===== src/rtl/core_result_collector.sv =====
// Collects per-core completion results on strobe falling edges, queues {core_id, result}
// through a round-robin arbiter into a FIFO, and serves the host over valid/ready.
module core_result_collector #(
    parameter  int NUM_CORES  = 4,
    parameter  int DATA_W     = 8,
    parameter  int FIFO_DEPTH = 8,
    localparam int ID_W       = $clog2(NUM_CORES),
    localparam int CNT_W      = $clog2(FIFO_DEPTH) + 1
) (
    input  logic                        clk,
    input  logic                        reset,
    input  logic [NUM_CORES-1:0]        core_strobe,
    input  logic [NUM_CORES*DATA_W-1:0] core_result,
    input  logic                        clear,
    output logic                        rd_valid,
    input  logic                        rd_ready,
    output logic [DATA_W-1:0]           rd_data,
    output logic [ID_W-1:0]             rd_core_id,
    output logic [NUM_CORES-1:0]        done_mask,
    output logic                        all_done,
    output logic                        overflow,
    output logic [CNT_W-1:0]            count
);
    localparam int PTR_W = $clog2(FIFO_DEPTH);

    logic [NUM_CORES-1:0] prev_strobe;
    logic [NUM_CORES-1:0] pending;
    logic [NUM_CORES-1:0] fall;
    logic [NUM_CORES-1:0] grant_clr;
    logic [DATA_W-1:0]    hold [NUM_CORES];
    logic [ID_W-1:0]      rr_ptr;

    logic [DATA_W-1:0]    fifo_data [FIFO_DEPTH];
    logic [ID_W-1:0]      fifo_id   [FIFO_DEPTH];
    logic [PTR_W-1:0]     wr_ptr;
    logic [PTR_W-1:0]     rd_ptr;

    logic                 grant_found;
    logic [ID_W-1:0]      grant_id;
    logic                 push;
    logic                 pop;

    assign fall = prev_strobe & ~core_strobe;

    // Search starts at rr_ptr and wraps, so the most recently served core goes last.
    always_comb begin
        int idx;
        // NOTE: every variable written here gets a default first so no latch is inferred.
        idx         = 0;
        grant_found = 1'b0;
        grant_id    = '0;
        for (int k = 0; k < NUM_CORES; k++) begin
            idx = int'(rr_ptr) + k;
            if (idx >= NUM_CORES) idx = idx - NUM_CORES;
            if (!grant_found && pending[idx]) begin
                grant_found = 1'b1;
                grant_id    = ID_W'(idx);
            end
        end
    end

    // Fullness is judged on the start-of-cycle count; a same-cycle pop does not free a slot.
    assign push = grant_found && (count < CNT_W'(FIFO_DEPTH));
    assign pop  = rd_valid && rd_ready;

    always_comb begin
        grant_clr = '0;
        if (push) grant_clr[grant_id] = 1'b1;
    end

    always_ff @(posedge clk) begin
        if (reset || clear) begin
            // NOTE: sequential state uses non-blocking assignments so every register sees pre-edge values.
            prev_strobe <= '0;
            pending     <= '0;
            rr_ptr      <= '0;
            wr_ptr      <= '0;
            rd_ptr      <= '0;
            count       <= '0;
            done_mask   <= '0;
            overflow    <= 1'b0;
            for (int i = 0; i < NUM_CORES; i++) hold[i] <= '0;
        end else begin
            prev_strobe <= core_strobe;
            // A fall on an already-pending core is dropped rather than queued.
            pending     <= (pending & ~grant_clr) | (fall & ~pending);
            done_mask   <= done_mask | fall;
            if (|(fall & pending)) overflow <= 1'b1;
            for (int i = 0; i < NUM_CORES; i++) begin
                if (core_strobe[i] && !pending[i]) hold[i] <= core_result[i*DATA_W +: DATA_W];
            end
            if (push) begin
                rr_ptr <= (grant_id == ID_W'(NUM_CORES - 1)) ? '0 : grant_id + 1'b1;
                wr_ptr <= wr_ptr + 1'b1;
            end
            if (pop) rd_ptr <= rd_ptr + 1'b1;
            count <= count + CNT_W'(push) - CNT_W'(pop);
        end
    end

    // NOTE: FIFO storage is not reset; entries are only visible through count, which is.
    always_ff @(posedge clk) begin
        if (push) begin
            fifo_data[wr_ptr] <= hold[grant_id];
            fifo_id[wr_ptr]   <= grant_id;
        end
    end

    assign rd_valid   = (count != '0);
    assign rd_data    = rd_valid ? fifo_data[rd_ptr] : '0;
    assign rd_core_id = rd_valid ? fifo_id[rd_ptr]   : '0;
    assign all_done   = &done_mask;

endmodule


===== config.mk =====
export PLATFORM = sky130hd
export DESIGN_NAME = core_result_collector
export DESIGN_NICKNAME = d
export VERILOG_FILES = /design/src/rtl/core_result_collector.sv
export SDC_FILE = /design/constraint.sdc
export NUM_CORES = 1
export LEC_CHECK = 0
export ABC_CLOCK_PERIOD_IN_PS = 4600
export CAP_MARGIN = 40
export CORE_MARGIN = 2
export CORE_UTILIZATION = 60
export CTS_BUF_LIST = sky130_fd_sc_hd__clkbuf_4 sky130_fd_sc_hd__clkbuf_8
export CTS_CLUSTER_DIAMETER = 80
export CTS_CLUSTER_SIZE = 12
export DETAILED_ROUTE_END_ITERATION = 16
export DONT_BUFFER_PORTS = 1
export PLACE_DENSITY = 0.76
export SYNTH_ARGS = -nofsm -noshare
export SYNTH_HDL_FRONTEND = slang
export SYNTH_SLANG_ARGS = --single-unit

===== constraint.sdc =====
create_clock -name clk -period 4.6 [get_ports clk]
set_input_delay 1.15 -clock clk [delete_from_list [all_inputs] [get_ports clk]]
set_output_delay 1.15 -clock clk [all_outputs]
set_load 0.01 [all_outputs]

# ---- Word level (Yosys, flattened, before mapping)
# Memory sizes are Yosys's and may differ from the RTL's. A register that Yosys moved wholly into a read port is not among the register bits.
# Cells that the tools add are included.
dict set report word_totals {
  ff_bits 25
  latch_bits 0
  ram_bits 112
  romBits 0
  in_bits 40
  elab_cells 123
  mem_count 3
}
dict set report op_classes {
  addsub 12
  multipliers 0
  n_div 0
  order_cmp 11
  n_eq_ne 1
  shift 0
  mux 54
  n_bitwise 13
  reduce_logical 21
}
# memory words width read_ports rd_ports_with_merged_regs write_ports line_no
set mem_list {}
lappend mem_list {fifo_data 8 8 1 1 1 33} ;# logic [DATA_W-1:0] fifo_data [FIFO_DEPTH];
lappend mem_list {hold 4 8 1 0 4 30} ;# logic [DATA_W-1:0] hold [NUM_CORES];
lappend mem_list {fifo_id 8 2 1 1 1 34} ;# logic [ID_W-1:0] fifo_id [FIFO_DEPTH];
# op count
set op_table {}
lappend op_table {{32-bit by 4-bit < comparator with 1-bit output (second input constant)} 4}
lappend op_table {{32-bit two-way mux} 4}
lappend op_table {{8-bit two-way mux} 5}
lappend op_table {{1-bit two-way mux} 29}
lappend op_table {{4-bit AND} 4}
lappend op_table {{2-bit two-way mux} 6}
lappend op_table {{3-bit two-way mux} 4}
lappend op_table {{4-bit NOT} 3}
lappend op_table {{3-bit by 3-bit subtractor with 4-bit output (second input constant)} 3}
lappend op_table {{1-bit logical AND} 10}
lappend op_table {{3-bit >= comparator (second input constant)} 3}
lappend op_table {{1-bit binary-select mux with 2-bit select} 4}
lappend op_table {{4-bit bitwise OR} 2}
lappend op_table {{1-bit logical NOT} 7}
lappend op_table {{2-bit by 2-bit adder with 3-bit output (second input constant)} 2}
lappend op_table {{3-bit by 1-bit adder with 3-bit output (second input constant)} 2}
lappend op_table {{4-bit by 1-bit adder with 4-bit output} 1}
lappend op_table {{4-bit < comparator (second input constant)} 1}
lappend op_table {{4-bit two-way mux} 1}
lappend op_table {{1-bit bitwise OR} 4}
lappend op_table {{4-bit AND reduction} 1}
lappend op_table {{4-bit nonzero test} 1}
lappend op_table {{4-bit OR reduction} 1}
lappend op_table {{2-bit by 3-bit subtractor with 4-bit output (second input constant)} 1}
lappend op_table {{9 further kinds} 9}

# ---- Logic depth before layout (Yosys ltp)
dict set report depth {
  depth_word 23
  ltp_mapped 13
  depth_no_buf 12
}

# ---- Least setup slack after synthesis
# No wires, ideal clock.
dict set report synth_path {
  kind {register to output}
  from {register count[3]}
  to {output rd_core_id[0]}
  arrival_ns 1.423
  t_required_ns 3.450
  setup_slack_ns 2.027
  path_stages_with_launch 6
  path_buffers 1
  path_cell_list {dfxtp_1 -> clkinv_1 -> ha_1 -> nor3b_1 -> clkbuf_1 -> nor2_1}
}
dict set report synth_between {
  elab_chain_len 2
}
# element line_no
set synth_lines {}
lappend synth_lines {{start, declared} 22} ;# output logic [CNT_W-1:0] count
lappend synth_lines {{start signal, assigned} 97} ;# count <= count + CNT_W'(push) - CNT_W'(pop);
lappend synth_lines {{4-bit nonzero test} 109} ;# assign rd_valid = (count != '0);
lappend synth_lines {{2-bit two-way mux} 111} ;# assign rd_core_id = rd_valid ? fifo_id[rd_ptr] : '0;
lappend synth_lines {{end, declared} 18} ;# output logic [ID_W-1:0] rd_core_id,
# No other way between the ends.

==> flow_metrics.env <==
export IMPL_status="finished, final reports clean"
export IMPL_grt_pass1_vias=3411
export IMPL_slew_violations=0
export IMPL_final_nets=485
export IMPL_cts_tree="done"
export IMPL_numCtsBuffers=17
export IMPL_fin_util_pct=67.7
export IMPL_diodes=0
export IMPL_cts_hold_buf=0
export IMPL_core_area_sq_um=9820
export IMPL_rsz0062_at_grt="false"
export IMPL_vias_per_cell=5.87
export IMPL_path_class="reg2out"
export IMPL_worst_pin_slew_ns=0.821
export IMPL_async_reset_ff_share_pct=0
export IMPL_setup_ws_ns=1.10
export IMPL_crit_end="rd_data[5]"
export IMPL_end_kind="output pin"
export IMPL_ctsHtreeMaxLevel=4
export IMPL_areaGrowthSynthToFinish_pct=9.46
export IMPL_io_pins=61
export IMPL_hold_slack_ns=0.544
export IMPL_cp_slowest_cell="dfxtp_1"
export IMPL_ant_nets=0
export IMPL_rows=36
export IMPL_grt_overflow=0
export IMPL_die_w_um=105
export IMPL_initial_core_util_pct=61.8
export IMPL_hold_class="reg2reg"
export IMPL_yosys_most_used_dff="edfxtp_1"
export IMPL_cp_top_family="flip-flops"
export IMPL_wl_per_cell_um=19.2
export IMPL_num_fill_cells=722
export IMPL_syn_area_per_cell_sq_um=14.3
export IMPL_ir_drop_uv=219
export IMPL_port_buffers=0
export IMPL_drv_cap=0
export IMPL_fmax_mhz=286
export IMPL_setup_viol=0
export IMPL_ys_ff_latch=140
export IMPL_hold_viol_final=0
export IMPL_pre_cts_slack_ns=1.50
export IMPL_grt_pass1_wl_um=17800
export IMPL_fp_dieH_um=105
export IMPL_stdcell_count=579
export IMPL_worstPathMaxFanout=11
export IMPL_p_total_mw=2.72
export IMPL_hpwl_um=7440
export IMPL_fin_area_sq_um=6650
export IMPL_tns_ns=0
export IMPL_timing_final_crit_share_pct=76.1
export IMPL_vias=3401
export IMPL_startpoint_type="flop"
export IMPL_place_area_sq_um=6240
export IMPL_layout_commonest_cell="edfxtp_1"
export IMPL_drtIter0Drc=141
export IMPL_grt_start_max_net_pins=28
export IMPL_worstSkewPairLatency_ns=0.44
export IMPL_grt_usage_pct=21.9
export IMPL_clock_sinks=140
export IMPL_cp_num_buf_inv=1
export IMPL_yosys_warnings=0
export IMPL_post_cts_buffers=0
export IMPL_clock_path_buffers=2
export IMPL_synthesis_nets=477
export IMPL_syn_cell_area_sq_um=6070
export IMPL_synth_edf_count=112
export IMPL_clk_pin_slew_ns=0.08
export IMPL_r2r_start="count[3]"
export IMPL_path_cells="buf_4, mux4_2, mux2i_1, nor2_1"
export IMPL_power_density_nw_per_um2=409
export IMPL_synth_seq_area_share_pct=64.6
export IMPL_synthDistinctLibCells=43
export IMPL_cts_resized_gates=0
export IMPL_cp_depth=4
export IMPL_worst_ep_required_time_ns=3.45
export IMPL_synthCells=425
export IMPL_die_area_sq_um=10900
export IMPL_reg2reg_to="count[3]"
export IMPL_critPathMaxStageDelay_ns=0.79
export IMPL_r2r_slack_ns=1.45
export IMPL_drc=0
export IMPL_antenna_found_initial=0
export IMPL_drt_pass1_iterations=6
export IMPL_clock_skew_ns=0.00857
export IMPL_worstPathArrival_ns=2.35
export IMPL_drive_gt1_share_pct=17.3
export IMPL_p_leak_nw=2.20
export IMPL_clockRootBuffer="clkbuf_8"
export IMPL_place_congestion=0.825
export IMPL_most_common_layout_cells="edfxtp_1 (112), nor2_1 (39), and2_1 (38)"
export IMPL_period_needed_ns=3.50
export IMPL_relSlewSlack_pct=45.3
export IMPL_rr_worst_depth=13
export IMPL_dpl_cell_count=546
export IMPL_routed_wl_um=11100
## layer usage
metal	vias to the layer above	track usage, %	share of wire, %
met2	88	35.5	51
met1	1668	28.3	42
met5	-	0	0
li1	1629	-	-
met4	0	9.14	1.6
met3	16	5.61	5.3
## cell usage after synthesis (all sizes together) (9+ instances only)
cell | count | area, sq um
mux2i | 11 | 110
clkbuf | 14 | 52.6
nor2 | 39 | 146
nand2 | 17 | 63.8
nor3b | 9 | 67.6
nand3 | 19 | 95.1
inv | 11 | 41.3
ha | 11 | 138
dfxtp | 28 | 561
mux4 | 20 | 450
buf | 12 | 86.3
nor4 | 10 | 62.6
edfxtp | 112 | 3360
and2 | 38 | 238
## sequential cells by signal, summed over array words and instances (netlist names), named ones only
signal	flops
hold	32
rr_ptr	2
wr_ptr	3
prev_strobe	4
count	4
pending	4
done_mask	4
overflow	1
fifo_data	64
rd_ptr	3
fifo_id	16
## kinds of logic (layout without fill, tap and decap cells)
kind of cell             Yosys count  count (layout)  share of synthesized area [%]
adder cells (fa/ha/maj)           12              12                           2.60
AND/OR/NAND/NOR                  155             155                           13.9
buffers and inverters             38              59                           3.03
AO/OA/AOI/OAI                     43              43                           5.79
multiplexers                      31              31                           9.23
XOR/XNOR                           6               6                          0.865
flip-flops                       140             140                           64.6
## worst register-to-register path: stages, from the launching register on
cell and delay [ns]:
dfxtp_1 0.61, clkinv_1 0.37, ha_1 0.28, nor3b_1 0.13, buf_4 0.19, inv_1 0.14
and2_1 0.24, ha_1 0.20, inv_1 0.07, ha_1 0.26, a21o_1 0.18, a21oi_1 0.17
xnor2_1 0.14, nor2_1 0.05
## where the power goes
group	total [mW]	switching, mW	internal (mW)	leakage [nW]
Sequential	1.45	0.0398	1.41	1.33
Clock	0.948	0.460	0.487	0.192
Combinational	0.321	0.193	0.127	0.678
Total	2.72	0.694	2.02	2.20
## area by class of cell
| type | instances | area [sq um] | area share [%] |
|---|---|---|---|
| tap | 133 | 166 | 2.50 |
| multi-input combinational | 247 | 2000 | 30.1 |
| clock inverter | 14 | 148 | 2.22 |
| sequential | 140 | 3920 | 59.0 |
| timing repair buffer | 15 | 120 | 1.81 |
| clock buffer | 18 | 241 | 3.63 |
| inverter | 12 | 45.0 | 0.678 |
## worst min path at each step
stage                      start           end  slack [ns]  cells after the start
detailed placement  done_mask[3]  done_mask[3]        0.53                      2
finish              done_mask[3]  done_mask[3]        0.54                      2
CTS                 done_mask[3]  done_mask[3]        0.55                      2
floorplan              rd_ptr[2]          flop        0.48                      2
global route           rd_ptr[1]     rd_ptr[1]        0.59                      2
global placement       rd_ptr[2]     rd_ptr[2]        0.51                      2
Note: power is estimated with default switching activity, not from simulation.
